[src/rtl/button_conditioner.sv]
// -----------------------------------------------------------------------------
// button_conditioner
//   Conditions raw, asynchronous, bouncing push-button pins for the stopwatch
//   controller. Each channel is synchronised into the clk domain and debounced.
//   It then yields a stable level plus single-cycle press/release pulses, so the
//   controller can act on clean events instead of raw pin edges.
//
// Parameters
//   N_BTN            number of independent button channels (>=1)
//   SYNC_STAGES      synchroniser flops per channel (>=2)
//   DEBOUNCE_CYCLES  consecutive clk cycles a new level must persist (>=1)
//   CNT_W            debounce counter width, must hold DEBOUNCE_CYCLES-1
//
// Ports
//   clk          in   system clock
//   rst_n        in   synchronous, active-low reset
//   btn_in       in   [N_BTN] raw button pins, active high, asynchronous
//   btn_level    out  [N_BTN] debounced level
//   btn_press    out  [N_BTN] one-cycle pulse on each debounced 0->1
//   btn_release  out  [N_BTN] one-cycle pulse on each debounced 1->0
// -----------------------------------------------------------------------------
module button_conditioner #(
  parameter int N_BTN           = 3,
  parameter int SYNC_STAGES     = 2,
  parameter int DEBOUNCE_CYCLES = 10000,
  parameter int CNT_W           = 14
) (
  input  logic             clk,
  input  logic             rst_n,
  input  logic [N_BTN-1:0] btn_in,
  output logic [N_BTN-1:0] btn_level,
  output logic [N_BTN-1:0] btn_press,
  output logic [N_BTN-1:0] btn_release
);

  // Terminal count: the candidate level is accepted on the edge where the
  // counter already shows DEBOUNCE_CYCLES-1 prior mismatching cycles.
  localparam logic [CNT_W-1:0] CNT_LAST = CNT_W'(DEBOUNCE_CYCLES - 1);

  logic [N_BTN-1:0] w_level;
  logic [N_BTN-1:0] w_press;
  logic [N_BTN-1:0] w_release;

  for (genvar gi = 0; gi < N_BTN; gi++) begin : g_chan
    logic [SYNC_STAGES-1:0] r_sync;
    logic [CNT_W-1:0]       r_cnt;
    logic                   r_level;
    logic                   r_press;
    logic                   r_release;
    logic                   w_s;

    // Only the final synchroniser stage is trusted downstream.
    assign w_s = r_sync[SYNC_STAGES-1];

    always_ff @(posedge clk) begin
      if (!rst_n) begin
        r_sync    <= '0;
        r_cnt     <= '0;
        r_level   <= 1'b0;
        r_press   <= 1'b0;
        r_release <= 1'b0;
      end else begin
        r_sync    <= {r_sync[SYNC_STAGES-2:0], btn_in[gi]};
        r_press   <= 1'b0;
        r_release <= 1'b0;
        if (w_s == r_level) begin
          // Any return to the stable level restarts the qualification window.
          r_cnt <= '0;
        end else if (r_cnt == CNT_LAST) begin
          r_level   <= w_s;
          r_cnt     <= '0;
          r_press   <= w_s;
          r_release <= ~w_s;
        end else begin
          r_cnt <= r_cnt + 1'b1;
        end
      end
    end

    assign w_level[gi]   = r_level;
    assign w_press[gi]   = r_press;
    assign w_release[gi] = r_release;
  end

  assign btn_level   = w_level;
  assign btn_press   = w_press;
  assign btn_release = w_release;

endmodule
[config.mk]
export PLATFORM = sky130hd
export DESIGN_NAME = button_conditioner
export DESIGN_NICKNAME = d
export VERILOG_FILES = /design/src/rtl/button_conditioner.sv
export SDC_FILE = /design/constraint.sdc
export NUM_CORES = 1
export LEC_CHECK = 0
export CAP_MARGIN = 5
export CORE_UTILIZATION = 50
export CTS_CLUSTER_DIAMETER = 120
export DETAILED_ROUTE_END_ITERATION = 8
export PLACE_DENSITY_LB_ADDON = 0.3
export SYNTH_ARGS = -nofsm -noshare
export SYNTH_HDL_FRONTEND = slang
export SYNTH_SLANG_ARGS = --single-unit
[constraint.sdc]
create_clock -name clk -period 1.8 [get_ports clk]
set_input_delay 0.36 -clock clk [delete_from_list [all_inputs] [get_ports clk]]
set_output_delay 0.36 -clock clk [all_outputs]
set_load 0.01 [all_outputs]
==> metrics.cfg, run 1 <==
[status]
status=complete, no violations

[clocking]
cts_tree=done
numCtsBuffers=9
clk_pin_slew_ns=0.06
cts_max_path_buffers=2
cts.sinks=57
clk_latency_ns=0.32
clockRootBuffer=clkbuf_8
h-tree-depth=3
post_cts_buffers=0

[yosys]
yosysSeqAreaShare=0.467
synth_cell_type_count=33
syn_inst=252
yosys_warnings=0
yosys-top-cells-count=dfxtp_1, nor2_1, xnor2_1
yosysTopAreaCellShare=0.467
ys.flop_type=dfxtp_1
netlist_area_mm2=0.00244
synth-seq-cells=57
yosys.area.top_type=dfxtp_1
avgSynthCellArea_um2=9.70
ys_async_sr_fraction=0
synthTopCellsByArea=dfxtp_1, xnor2_1, nor2_1
syn_nets=260
yosysMostFrequentCell=dfxtp_1
synth_edf_count=0

[cells_and_area]
regArea_mm2=0.00114
multi_input_area_mm2=0.00117
area_delta_synth_final_pct=14.6
fillers=402
antennaDiodeCount=0
utilization=0.593
drive_above_1_share=0.147
final_nets=282

[die]
die_w_um=71.9
ios=14
rows=25
dieArea_mm2=0.00517
initial_core_util=0.518
die_y_um=71.9
core_mm2=0.00472

[timing]
finalHoldViolCount=0
fin_crit_sh=0.933
fin_worst_skew_ns=0.00467
fin_crit_ns=1.68
drv_slew=0
fmax_mhz=595
rsz0062_at_grt=false
report.final.setup_viol=0
setup-tns-final_ns=0
setup_ws_ns=0.120
max-slew-margin-rel=0.777
hold_ws_ns=0.430
worstMarginPinSlew_ns=0.332

[pwr]
pwr-share-seq=0.560
powerDensity_mw_per_mm2=814
p_comb_frac=0.017
peakVddDrop_mv=0.379
p_sw_frac=0.201
internal_power_mw=1.82
p_leak_nw=0.917
power_switching_mw=0.458
power_mw=2.28
clock_power_share=0.423

[grt]
grt_overflow=0
grt_pass1_vias=1503
grt_usage=0.165
grt_antenna_before_repair=0
grt_max_degree=15
grt_pass1_wl_mm=6.40

[setup_path]
crit_arrival_ns=1.89
cp_slowest_cell=or4b_4
startpoint=g_chan[1].r_cnt[7]$_SDFF_PP0_
startpoint_type=flop
crit_path_end_kind=flop
path_class=reg2reg
regToRegStartpoint=g_chan[1].r_cnt[7]$_SDFF_PP0_
path_max_fanout=14
critPathMaxStageDelay_ns=0.56
cp_cell_sequence=or4b_4 > nor4_4 > nand3b_4 > nor2_1
cp.required_ns=2.01

[placement]
place_congestion=0.745
port_buffers=13
dpl_worst_slack_ns=0.0536
hpwl_mm=2.47

[routing]
routed_wirelength_mm=3.61
first_pass_iters=4
vias_per_cell=4.72
wire_per_inst_um=10.5
first_iter_violations=114
via_count=1628
ant_nets=0
drc=0

[min_path]
hold_class=reg2reg
hold_start=g_chan[0].r_sync[0]$_SDFF_PN0_

[run]
cap_violations=0

-- flip-flops by register name, summed over array words and instances (netlist names) --
register,flops
g_chan.r_level,3
g_chan.r_cnt,42
g_chan.r_press,3
g_chan.r_release,3
g_chan.r_sync,6
-- per-layer routing --
layer | track usage | vias up | share of wire
met4 | 0.0850 | 0 | 0.020
met1 | 0.209 | 711 | 0.53
met2 | 0.230 | 28 | 0.40
met3 | 0.0833 | 7 | 0.051
li1 | - | 882 | -
met5 | 0 | - | 0
-- cells in the final DEF (no fill, tap or decap), drive strengths merged, types with 6 or more instances in the layout --
cell,instances
clkbuf,15
inv,8
nor3,11
xnor2,25
nand4,10
dfxtp,57
nor4,8
nand3,11
xor2,13
buf,12
nor3b,6
nor2,46
clkdlybuf4s50,13
nand2,12
and2,6
-- cell families (layout without fill, tap and decap cells) --
| logic type | count (synthesis) | in the layout | synth area share |
|---|---|---|---|
| mux | 3 | 3 | 0.0123 |
| xor+xnor | 38 | 38 | 0.136 |
| buf+inv | 22 | 48 | 0.0635 |
| compound gates | 2 | 2 | 0.00512 |
| flops | 57 | 57 | 0.467 |
| simple gates | 127 | 127 | 0.301 |
| fa+ha+maj | 3 | 3 | 0.0154 |
-- critical path: cells and delay by family, from the launching register on --
family,cells,cell delay [ns]
AND/OR/NAND/NOR,4,1.25
flip-flops,1,0.31
-- power groups by stage --
stage	logic (mW)	registers, mW	clock network (mW)
final	0.0396	1.28	0.964
after global routing	0.0436	1.28	1.06
after CTS	0.0385	1.28	1.00
after detailed placement	0.0383	1.30	0
after global placement	0.0380	1.30	0
after floorplan	0.0245	1.30	0
-- repair_timing --
| action | CTS | global route |
|---|---|---|
| setup endpoints to repair | 0 | 26 |
| resized for setup | 0 | 3 |
| hold buffers | 0 | 0 |
-- final timing paths --
| check | cells past startpoint | endpoint | slack [ns] |
|---|---|---|---|
| worst min-delay path | 1 | g_chan[0].r_sync[1]$_SDFF_PN0_ | 0.43 |
| worst min register to register | 1 | g_chan[0].r_sync[1]$_SDFF_PN0_ | 0.43 |
| worst max register to register | 4 | g_chan[1].r_cnt[3]$_SDFF_PP0_ | 0.12 |
| worst max-delay path | 4 | g_chan[1].r_cnt[3]$_SDFF_PP0_ | 0.12 |
-- final cells by class --
type | instances | share of cell area
tap | 67 | 0.0299
multi-input combinational | 173 | 0.418
inverter | 8 | 0.0107
sequential | 57 | 0.407
clock buffer | 15 | 0.0558
timing repair buffer | 25 | 0.0786
-- per-stage QoR --
step | instances | instance area [µm²]
global route | 345 | 2800
floorplan | 252 | 2440
global placement | 330 | 2620
finish | 345 | 2800
CTS | 345 | 2780
detailed placement | 330 | 2620
No activity file was read; power rests on OpenSTA's default activity.
==> run 2, diff against run 1 <==
- SLEW_MARGIN: default -> 20
==> results of run 2 <==
Final layout, timing and power as in run 1 (identical DEF).
==> run 3, diff against run 2 <==
- RECOVER_POWER: default -> 25
==> run 3 against run 2 <==
Compared with the run above:
- sequential cell count unchanged
- register-to-register slack about the same
- combinational power down 4%
- global-route usage unchanged
- clock power about the same
==> metrics.cfg, run 3 (same netlist as run 1, synthesis figures left out) <==
[status]
status=complete, no violations

[timing]
setup-tns-final_ns=0  ; unchanged
drv_slew=0  ; unchanged
finalHoldViolCount=0  ; unchanged
max-slew-margin-rel=0.776  ; about the same
worstMarginPinSlew_ns=0.332  ; +0.000129 ns
fin_crit_sh=0.932  ; -0.00103
fin_crit_ns=1.68  ; -0.00185 ns
report.final.setup_viol=0  ; unchanged
fin_worst_skew_ns=0.00467  ; unchanged
rsz0062_at_grt=false
fmax_mhz=596  ; +0.11%

[die]
rows=25  ; unchanged
die_w_um=71.9  ; unchanged
core_mm2=0.00472  ; unchanged
ios=14  ; unchanged
die_y_um=71.9  ; unchanged
initial_core_util=0.518  ; unchanged
dieArea_mm2=0.00517  ; unchanged

[pwr]
internal_power_mw=1.82  ; about the same
pwr-share-seq=0.560  ; about the same
peakVddDrop_mv=0.379  ; about the same
power_switching_mw=0.457  ; -0.12%
powerDensity_mw_per_mm2=814  ; about the same
p_sw_frac=0.201  ; about the same
clock_power_share=0.423  ; about the same
p_leak_nw=0.935  ; +1.9%
p_comb_frac=0.017  ; about the same

[grt]
grt_overflow=0  ; unchanged
grt_usage=0.165  ; unchanged
grt_pass1_vias=1503  ; unchanged
grt_antenna_before_repair=0  ; unchanged
grt_max_degree=15  ; unchanged
grt_pass1_wl_mm=6.40  ; unchanged

[setup_path]
cp_cell_sequence=or4b_4 > nor4_4 > nand3b_4 > nor2_1
critPathMaxStageDelay_ns=0.56  ; about the same
crit_arrival_ns=1.89  ; about the same
crit_path_end_kind=flop
path_max_fanout=14  ; unchanged
cp_slowest_cell=or4b_4
crit_family=simple AND/OR/NAND/NOR gates
startpoint_type=flop
cp.required_ns=2.01  ; about the same
crit_buf_inv=0  ; unchanged
path_class=reg2reg

[placement]
port_buffers=13  ; unchanged
dp_cells=330  ; unchanged
hpwl_mm=2.47  ; unchanged
place_congestion=0.745  ; unchanged

[run]
cap_violations=0  ; unchanged

[cells_and_area]
antennaDiodeCount=0  ; unchanged
fillers=404  ; +0.50%
top_register=g_chan.r_cnt
final_cells=345  ; unchanged
final_common_cell=dfxtp_1
final_cell_mix=dfxtp_1, nor2_1, xnor2_1
area_delta_synth_final_pct=14.4
largest_reg_flops=42  ; unchanged
final_nets=282  ; unchanged
reg.largest.list=g_chan.r_cnt (42), g_chan.r_sync (6)
drive_above_1_share=0.144  ; -0.00360

[clocking]
post_cts_resized=0  ; unchanged
clk_pin_slew_ns=0.06  ; about the same
cts_hold_buf=0  ; unchanged
post_cts_buffers=0  ; unchanged
clockRootBuffer=clkbuf_8
cts_tree=done
cts.sinks=57  ; unchanged
clk_latency_ns=0.32  ; about the same
cts_max_path_buffers=2  ; unchanged
h-tree-depth=3  ; unchanged
numCtsBuffers=9  ; unchanged

[min_path]
hold_class=reg2reg

[routing]
drc=0  ; unchanged
via_count=1628  ; unchanged
ant_nets=0  ; unchanged
first_iter_violations=114  ; unchanged
routed_wirelength_mm=3.60  ; -0.28%
wire_per_inst_um=10.4  ; -0.28%
first_pass_iters=4  ; unchanged
vias_per_cell=4.72  ; unchanged

[run 3: changes by cell type in the layout (fill, tap and decap cells not counted), sizes merged]
cell / before / now
clkbuf: 15 / 16
dlygate4sd3: 0 / 7
clkdlybuf4s50: 13 / 6
buf: 12 / 11
[run 3: per-layer routing]
| metal | vias to the layer above | track usage | wire length [µm] |
|---|---|---|---|
| li1 | 882 | - | - |
| met1 | 709 | 0.209 | 1890 |
| met2 | 30 | 0.230 | 1440 |
| met3 | 7 | 0.0833 | 195 |
| met4 | 0 | 0.0850 | 71 |
| met5 | - | 0 | 0 |
[run 3: final cells by class]
type                            count  area [µm²]  share of cell area
Clock buffer                       15         156              0.0559
Inverter                            8        30.0              0.0107
Multi-Input combinational cell    173        1170               0.418
Sequential cell                    57        1140               0.408
Tap cell                           67        83.8              0.0300
Timing Repair Buffer               25         216              0.0774
[run 3: stage by stage]
step           cell area [µm²]  total power [mW]  hold slack, ns  worst slack (ns)  utilization
2_1_floorplan             2440              1.33           0.412            0.0474            -
3_3_place_gp              2620              1.34           0.414            0.0884        0.555
3_5_place_dp              2620              1.34           0.421            0.0536        0.555
4_1_cts                   2780              2.32           0.434            0.0437        0.589
5_1_grt                   2800              2.38           0.441           0.00288        0.592
6_report                  2800              2.28           0.430             0.122        0.592
[run 3: power by group through the flow]
| stage | Clock (mW) | Sequential [mW] | Combinational (mW) |
|---|---|---|---|
| 2_1_floorplan | 0 | 1.30 | 0.0245 |
| 3_3_place_gp | 0 | 1.30 | 0.0380 |
| 3_5_place_dp | 0 | 1.30 | 0.0383 |
| 4_1_cts | 1.00 | 1.28 | 0.0385 |
| 5_1_grt | 1.06 | 1.28 | 0.0421 |
| 6_report | 0.964 | 1.28 | 0.0381 |
[run 3: final timing paths]
check                                 start                        endpoint  slack [ns]  depth (start not counted)
max reg2reg   g_chan[1].r_cnt[7]$_SDFF_PP0_   g_chan[1].r_cnt[3]$_SDFF_PP0_        0.12                          4
min reg2reg  g_chan[0].r_sync[0]$_SDFF_PN0_  g_chan[0].r_sync[1]$_SDFF_PN0_        0.43                          1
max           g_chan[1].r_cnt[7]$_SDFF_PP0_   g_chan[1].r_cnt[3]$_SDFF_PP0_        0.12                          4
min          g_chan[0].r_sync[0]$_SDFF_PN0_  g_chan[0].r_sync[1]$_SDFF_PN0_        0.43                          1
